--- src/rtl/proc_fetch_seq.sv ---
// Instruction-fetch sequencer: loads reset/IRQ vectors, fetches opcode and
// operand bytes over a byte-wide wait-stated memory port, issues to execute.
module proc_fetch_seq #(
    parameter logic [15:0] RESET_VEC    = 16'hFFFC,
    parameter logic [15:0] IRQ_VEC      = 16'hFFFE,
    parameter int unsigned WAIT_TIMEOUT = 0
) (
    input  logic        clk,
    input  logic        resetn,
    output logic [15:0] mem_addr,
    output logic        mem_req,
    input  logic        mem_rdy,
    input  logic [7:0]  mem_rdata,
    input  logic [1:0]  op_len,
    output logic [7:0]  ir,
    output logic [15:0] operand,
    output logic [15:0] pc_out,
    output logic        instr_valid,
    input  logic        instr_ready,
    input  logic        redirect,
    input  logic [15:0] redirect_addr,
    input  logic        irq,
    input  logic        irq_mask,
    output logic        irq_taken,
    output logic [15:0] irq_ret_pc,
    output logic        fault
);

    localparam int unsigned ADDR_W = 16;
    localparam int unsigned CNT_W  = 32;

    typedef enum logic [3:0] {
        S_RESET,
        S_VEC_LO,
        S_VEC_HI,
        S_FETCH,
        S_DECODE,
        S_OPER_LO,
        S_OPER_HI,
        S_ISSUE,
        S_HALT
    } state_t;

    state_t              state, state_d;
    logic [ADDR_W-1:0]   pc, pc_d;
    logic [ADDR_W-1:0]   vec, vec_d;
    logic [1:0]          len, len_d;
    logic [CNT_W-1:0]    wcnt, wcnt_d;
    logic [ADDR_W-1:0]   mem_addr_d, operand_d, pc_out_d, irq_ret_pc_d;
    logic [7:0]          ir_d;
    logic                mem_req_d, instr_valid_d, irq_taken_d, fault_d;
    logic                rd_state, rd_ack;

    // State and registered outputs; synchronous active-low reset.
    always_ff @(posedge clk) begin
        if (!resetn) begin
            state       <= S_RESET;
            pc          <= '0;
            vec         <= RESET_VEC;
            len         <= '0;
            wcnt        <= '0;
            mem_addr    <= RESET_VEC;
            mem_req     <= 1'b0;
            ir          <= '0;
            operand     <= '0;
            pc_out      <= '0;
            instr_valid <= 1'b0;
            irq_taken   <= 1'b0;
            irq_ret_pc  <= '0;
            fault       <= 1'b0;
        end else begin
            state       <= state_d;
            pc          <= pc_d;
            vec         <= vec_d;
            len         <= len_d;
            wcnt        <= wcnt_d;
            mem_addr    <= mem_addr_d;
            mem_req     <= mem_req_d;
            ir          <= ir_d;
            operand     <= operand_d;
            pc_out      <= pc_out_d;
            instr_valid <= instr_valid_d;
            irq_taken   <= irq_taken_d;
            irq_ret_pc  <= irq_ret_pc_d;
            fault       <= fault_d;
        end
    end

    // Next-state, datapath and next-output logic.
    always_comb begin
        state_d      = state;
        pc_d         = pc;
        vec_d        = vec;
        len_d        = len;
        wcnt_d       = '0;
        ir_d         = ir;
        operand_d    = operand;
        pc_out_d     = pc_out;
        irq_ret_pc_d = irq_ret_pc;
        irq_taken_d  = 1'b0;
        mem_addr_d   = mem_addr;
        mem_req_d    = 1'b0;

        rd_state = (state == S_VEC_LO) || (state == S_VEC_HI) || (state == S_FETCH) ||
                   (state == S_OPER_LO) || (state == S_OPER_HI);
        rd_ack   = rd_state && mem_rdy;

        case (state)
            S_RESET: begin
                vec_d   = RESET_VEC;
                state_d = S_VEC_LO;
            end
            S_VEC_LO: if (rd_ack) begin
                pc_d[7:0] = mem_rdata;
                state_d   = S_VEC_HI;
            end
            S_VEC_HI: if (rd_ack) begin
                pc_d[15:8] = mem_rdata;
                state_d    = S_FETCH;
            end
            S_FETCH: if (rd_ack) begin
                ir_d      = mem_rdata;
                pc_out_d  = pc;
                pc_d      = pc + 16'd1;
                operand_d = '0;
                state_d   = S_DECODE;
            end
            S_DECODE: begin
                len_d = op_len;
                case (op_len)
                    2'd0:    state_d = S_ISSUE;
                    2'd3:    state_d = S_HALT;
                    default: state_d = S_OPER_LO;
                endcase
            end
            S_OPER_LO: if (rd_ack) begin
                operand_d[7:0] = mem_rdata;
                pc_d           = pc + 16'd1;
                state_d        = (len == 2'd2) ? S_OPER_HI : S_ISSUE;
            end
            S_OPER_HI: if (rd_ack) begin
                operand_d[15:8] = mem_rdata;
                pc_d            = pc + 16'd1;
                state_d         = S_ISSUE;
            end
            S_ISSUE: if (instr_ready) begin
                if (redirect) begin
                    pc_d    = redirect_addr;
                    state_d = S_FETCH;
                end else if (irq && !irq_mask) begin
                    irq_ret_pc_d = pc;
                    irq_taken_d  = 1'b1;
                    vec_d        = IRQ_VEC;
                    state_d      = S_VEC_LO;
                end else begin
                    state_d = S_FETCH;
                end
            end
            S_HALT:  state_d = S_HALT;
            default: state_d = S_RESET;
        endcase

        // Wait-state watchdog: counts consecutive stalled read cycles.
        if (WAIT_TIMEOUT != 0 && rd_state && !mem_rdy) begin
            wcnt_d = wcnt + CNT_W'(1);
            if (wcnt_d == CNT_W'(WAIT_TIMEOUT)) begin
                state_d = S_HALT;
            end
        end

        fault_d       = fault || (state_d == S_HALT);
        instr_valid_d = (state_d == S_ISSUE);

        case (state_d)
            S_VEC_LO: begin
                mem_req_d  = 1'b1;
                mem_addr_d = vec_d;
            end
            S_VEC_HI: begin
                mem_req_d  = 1'b1;
                mem_addr_d = vec_d + 16'd1;
            end
            S_FETCH, S_OPER_LO, S_OPER_HI: begin
                mem_req_d  = 1'b1;
                mem_addr_d = pc_d;
            end
            default: mem_req_d = 1'b0;
        endcase
    end

endmodule
--- config.mk ---
export PLATFORM = sky130hd
export DESIGN_NAME = proc_fetch_seq
export DESIGN_NICKNAME = d
export VERILOG_FILES = /design/src/rtl/proc_fetch_seq.sv
export SDC_FILE = /design/constraint.sdc
export NUM_CORES = 1
export LEC_CHECK = 0
export BUFFER_PORTS_ARGS = -buffer_cell sky130_fd_sc_hd__buf_2
export CORE_MARGIN = 4
export CORE_UTILIZATION = 40
export CTS_CLUSTER_DIAMETER = 100
export DETAILED_ROUTE_END_ITERATION = 12
export PLACE_DENSITY = 0.61
export SETUP_SLACK_MARGIN = 0.4
export SLEW_MARGIN = 30
export SYNTH_ARGS = -nofsm -noshare
export SYNTH_HDL_FRONTEND = slang
export SYNTH_SLANG_ARGS = --single-unit
--- constraint.sdc ---
create_clock -name clk -period 3.4 [get_ports clk]
set_input_delay 0.68 -clock clk [delete_from_list [all_inputs] [get_ports clk]]
set_output_delay 0.68 -clock clk [all_outputs]
set_load 0.02 [all_outputs]
# Word-level counts from Yosys, hierarchy flattened
# Index checks and enable logic that the tools add are counted.
[word_totals] reg_bits=114 inputBits=33 out_inout_bits=76 wordCells=90
[op_classes] addsub=2 eq_ne=20 mux=29 bitwise_logic=4 n_reduce_logical=21
[op_table] operator="$mux 16" count=7
[op_table] operator="$pmux 16 s3" count=1
[op_table] operator="$pmux 8 s3" count=2
[op_table] operator="$pmux 4 s9" count=1
[op_table] operator="$add 16x1->16 const B" count=2
[op_table] operator="$pmux 16 s2" count=1
[op_table] operator="$pmux 8 s2" count=2
[op_table] operator="$eq 4x3->1 const B" count=7
[op_table] operator="$mux 4" count=7
[op_table] operator="$mux 8" count=3
[op_table] operator="$eq 4x2->1 const B" count=4
[op_table] operator="$eq 4x1->1 const B" count=2
[op_table] operator="$eq 4x4->1 const B" count=2
[op_table] operator="$pmux 4 s2" count=1
[op_table] operator="$ne 2x2->1 const B" count=3
[op_table] operator="$reduce_and 3->1" count=2
[op_table] operator="$reduce_or 3->1" count=2
[op_table] operator="$logic_or 1x1->1" count=5
[op_table] operator="$reduce_or 5->1" count=1
[op_table] operator="$eq 2x2->1 const B" count=2
[op_table] operator="$logic_not 4->1" count=1
[op_table] operator="$not 1->1" count=4
[op_table] operator="$reduce_and 4->1" count=1
[op_table] operator="$reduce_bool 2->1" count=2
[op_table] operator="8 further kinds" count=11

# Logic depth before layout (Yosys ltp)
[depth] ltp_word=11 ltp_mapped=12 depth_no_buf=10

# Worst setup path before layout
# No wires, ideal clock.
[synth_path] kind="input to register" start="input port redirect" end="register mem_addr[12]" setup_ns=0.142 arrival_ns=2.385 required_time_ns=3.258 path_slack_ns=0.873 stages=10 path_buffers=1 path_cell_list="nand4bb_1 o21ba_2 clkbuf_1 and2_1 ha_1 inv_1 nor2_1 o21ai_2 a211oi_1 o221ai_1"
[synth_via] word_cells_on_any_way=18 classes_between="add/sub (1); eq/ne (5); mux (10); reduce/logical (2)"
[synth_rtl] item="start, declared" line="20" source="input logic redirect,"
[synth_rtl] item="$mux 16" line="147" source="if (redirect) begin"
[synth_rtl] item="$mux 16" line="146" source="S_ISSUE: if (instr_ready) begin"
[synth_rtl] item="$pmux 16 s2" line="108" source="case (state)"
[synth_rtl] item="net vec_d[0]" line="46" source="logic [ADDR_W-1:0] vec, vec_d;"
[synth_rtl] item="$add 16x1->16" line="181" source="mem_addr_d = vec_d + 16'd1;"
[synth_rtl] item="$pmux 16 s3" line="174" source="case (state_d)"
[synth_rtl] item="end signal, assigned" line="77" source="mem_addr <= mem_addr_d;"
[synth_rtl] item="end, declared" line="10" source="output logic [15:0] mem_addr,"
# The timed path passes the listed nets, and every way through them passes these cells.
# A chain may end at the register's enable or synchronous reset.

# Worst setup path after layout
[layout_path] start="register state[3]" end="register mem_addr[4]"
[layout_via] elab_chain_cells=11 word_cells_on_any_way=35 classes_between="add/sub (1); eq/ne (13); mux (12); reduce/logical (9)"
[layout_rtl] item="start, declared" line="44" source="state_t state, state_d;"
[layout_rtl] item="start signal, assigned" line="72" source="state <= state_d;"
[layout_rtl] item="$eq 4x1->1 / $eq 4x2->1 (equally long branches)" line="104, 108"
[layout_rtl] item="$logic_or 1x1->1 (3 in a row)" line="104" source="rd_state = (state == S_VEC_LO) || (state == S_VEC_HI) || (state == S_FETCH) ||"
[layout_rtl] item="$logic_or 1x1->1" line="105" source="(state == S_OPER_LO) || (state == S_OPER_HI);"
[layout_rtl] item="$logic_and 1x1->1" line="106" source="rd_ack = rd_state && mem_rdy;"
[layout_rtl] item="$mux 4 (on tied branches)"
[layout_rtl] item="$pmux 4 s9" line="108"
[layout_rtl] item="$eq 4x2->1 / $eq 4x3->1 (equally long branches)" line="174"
[layout_rtl] item="$reduce_or 3->1" line="174"
[layout_rtl] item="$pmux 16 s3 / $reduce_bool 3->1 (equally long branches)"
# Several ways; a longest one is shown, not always the timed one.

==> results by group <==
Synthesis
  • Ys Warns: 0
  • Library cells used by synthesis: 79
  • Primary FF master, synth: dfxtp_1
  • Synthesized net count: around 750
  • Synthesized flop and latch total: 114
  • EDFF count, synth: 0
  • Post-Syn Instances: 716
  • Avg Inst Size Synth: 7.993 um2
  • Mapped cell area: between 5000 and 6000 um2
  • Synth async-reset ratio: 0
  • Seq/Total Area, Yosys: 0.3988

Detailed routing
  • DRT Pass-1 Iters: 7
  • Total number of vias: 5745
  • Starting DRT DRC Count: 540
  • DRC: 0
  • Post-route ant nets: 0
  • WL per Instance: 18.64 um
  • Avg Vias per Cell: 5.768
  • Routed wire length: 18570 um

Worst hold path
  • Hold Startpoint: irq_ret_pc[6]$_SDFFE_PN0P_
  • Hold Path Class: reg2reg
  • Hold depth: 2
  • Min-Delay Endpoint: irq_ret_pc[6]$_SDFFE_PN0P_

Global route
  • Vias in the first global route: 5529
  • Initial antenna violation count: 0
  • First-pass GRT wire length: 29620 um
  • Largest net degree at the start of global routing: 61
  • Tot GR Track Use: 0.2293
  • GR Overflow Total: 0

Worst setup path
  • Critical path fanouts, max: 19
  • Setup CP Type: reg2reg
  • Reg2reg setup slack: 0.57 ns
  • Critical register-to-register path startpoint: state[3]$_SDFF_PN0_
  • Worst path arrival time: roughly 3.1 ns
  • CP Launch Type: register
  • CP Data Required Time: 3.71 ns
  • Reg-to-Reg End: mem_addr[4]$_SDFFE_PN1P_
  • CP Capture Type: register
  • Worst R2R Path Depth: 7

Timing
  • Setup TNS: 0 ns
  • Unrepaired setup endpoints after global routing: no
  • Final Cycle Share: 0.8322
  • Maximum clock frequency: between 300 and 400 MHz
  • Rel. slew slack: 0.4813
  • Setup slack after layout: 0.5706 ns
  • Slew Limit Fails: 0
  • Min Clock Period, post-route: ~2.8 ns
  • Skew final: between 0.01 and 0.015 ns
  • Final setup violation count: 0
  • Slew @ Worst Pin: 0.7757 ns
  • Hold slack final: between 0.4 and 0.5 ns
  • Final-report hold violation count: 0

Finish
  • Final Net Count: 838
  • Fillers: between 1000 and 1500
  • Commonest non-fill, non-tap cell in the layout: nand2_1
  • # diodes: 0
  • Layout cells sized above 1: 0.2414
  • Footprint of the multi-input gates: 3126 um2
  • Commonest cells after routing, fill and taps aside: nand2_1 (119), dfxtp_1 (111), buf_2 (108), a21oi_1 (72), nor2_1 (71)
  • Syn-to-layout area delta: 21.88%
  • Sequential Area: approximately 2300 um2

Place
  • Placement Setup Slack: between 0.4 and 0.5 ns
  • RePlAce Congestion: 0.9123
  • Buffers on Ports: 108
  • Hpwl dp: 13360 um

Clock network
  • CTS Buf Count: 17
  • Clk sinks: 114
  • Max Root-Sink Buffers: 2
  • Root Driver: clkbuf_16
  • Clock-pin slew on the worst setup and hold paths: around 0.060 ns
  • Htree depth: 4
  • CTS tree: built
  • Post-CTS Setup Repair Bufs: 0
  • Clk_lat worst skew: 0.42 ns

Die
  • # rows: 43
  • Core area: 13930 um2
  • Starting density of the core: 0.4107
  • Die X-Extent: 127.6 um
  • Die area: 16290 um2
  • # IOs: ~110
  • Die height: 127.6 um

Pwr
  • LEAKAGE: 2.767 nW
  • PD cells: approximately 550 nW/um2
  • Power Total: 3.864 mW
  • VDD IR max: 0.3217 mV

Run status
  • Status: finished, final reports clean

Run
  • Max-Cap Viols: 0
-- where the power goes --
part | switching (mW) | internal (mW) | total, mW
sequential | 0.0476 | 1.38 | 1.42
clock | 0.667 | 1.31 | 1.97
combinational | 0.307 | 0.159 | 0.466
total | 1.02 | 2.84 | 3.86
-- how the worst max path moves through the flow --
stage / start / end / slack, ns
6_report: state[3]$_SDFF_PN0_ / mem_addr[4]$_SDFFE_PN1P_ / 0.57
5_1_grt: state[3]$_SDFF_PN0_ / mem_addr[4]$_SDFFE_PN1P_ / 0.43
4_1_cts: state[1]$_SDFF_PN0_ / mem_addr[4]$_SDFFE_PN1P_ / 0.46
3_5_place_dp: state[1]$_SDFF_PN0_ / mem_addr[4]$_SDFFE_PN1P_ / 0.47
3_3_place_gp: redirect / mem_addr[12]$_SDFFE_PN1P_ / 0.56
2_1_floorplan: redirect / mem_addr[12]$_SDFFE_PN1P_ / 0.87
-- Yosys cell counts (all sizes together), types with 4 or more instances --
cell type | n | share of area
nand2 | 119 | 0.078
dfxtp | 114 | 0.40
a21oi | 73 | 0.064
nor2 | 71 | 0.047
o21ai | 33 | 0.030
clkbuf | 29 | 0.019
buf | 26 | 0.032
nand3 | 21 | 0.020
a22oi | 19 | 0.025
or2 | 19 | 0.021
mux2i | 18 | 0.032
and3 | 14 | 0.016
nor3 | 13 | 0.012
and2 | 10 | 0.011
o211ai | 10 | 0.014
o22ai | 9 | 0.0098
a31oi | 8 | 0.0087
inv | 8 | 0.0052
nand2b | 8 | 0.0087
nor4 | 8 | 0.0098
a211oi | 7 | 0.011
nand4 | 6 | 0.0077
a211o | 5 | 0.0077
o2111ai | 5 | 0.0077
a221oi | 4 | 0.0061
o21a | 4 | 0.0052
xor2 | 4 | 0.0061
-- cells by family (layout without fill, tap and decap cells) --
group	after synthesis	count (layout)	share of synthesized area
compound gates	205	205	0.2342
buf+inv	63	163	0.05662
mux	21	21	0.03869
xor+xnor	7	7	0.01071
flops	114	114	0.3988
fa+ha+maj	2	2	0.004372
simple gates	304	304	0.2567
-- flip-flops by register name, indices dropped and copies added, names as in the netlist --
name	count
mem_addr	16
operand	16
pc_out	16
mem_req	1
len	2
fault	1
ir	8
vec	16
instr_valid	1
state	4
pc	16
irq_taken	1
irq_ret_pc	16
-- critical path, cell delays in order (launching register included) --
cell and delay [ns]:
dfxtp_1 0.77, and4b_4 0.33, a22o_1 0.25, or2_1 0.38, mux2i_2 0.26, a21o_2 0.32
o21ai_1 0.11, a211o_1 0.29
-- metal layers --
layer  vias up  global-route usage  share of wire
li1       2740                   -              -
met1      2732              0.3047           0.43
met2       252              0.3605           0.47
met3        21             0.06647          0.084
met4         0             0.07303          0.018
met5         -                   0              0
-- final cells by class --
cell class / count / share of cell area
clock buffer: 17 / 0.06099
clock inverter: 15 / 0.03265
inverter: 8 / 0.004664
multi-input combinational: 539 / 0.4481
sequential: 114 / 0.3277
tap: 180 / 0.03229
timing repair buffer: 123 / 0.09363
-- through the flow --
step / instance area, um2 / cells / util
after floorplan: 5723 / 716 / -
after global placement: 6316 / 964 / 0.4533
after detailed placement: 6319 / 964 / 0.4534
after CTS: 6972 / 996 / 0.5003
after global routing: 6975 / 996 / 0.5006
final: 6975 / 996 / 0.5006
-- timing repair --
item,CTS,global route
setup endpoints to repair,0,14
gates resized for setup,0,3
endpoints found under the hold margin,0,0
hold buffers,0,0
(Power assumes the default switching activity.)
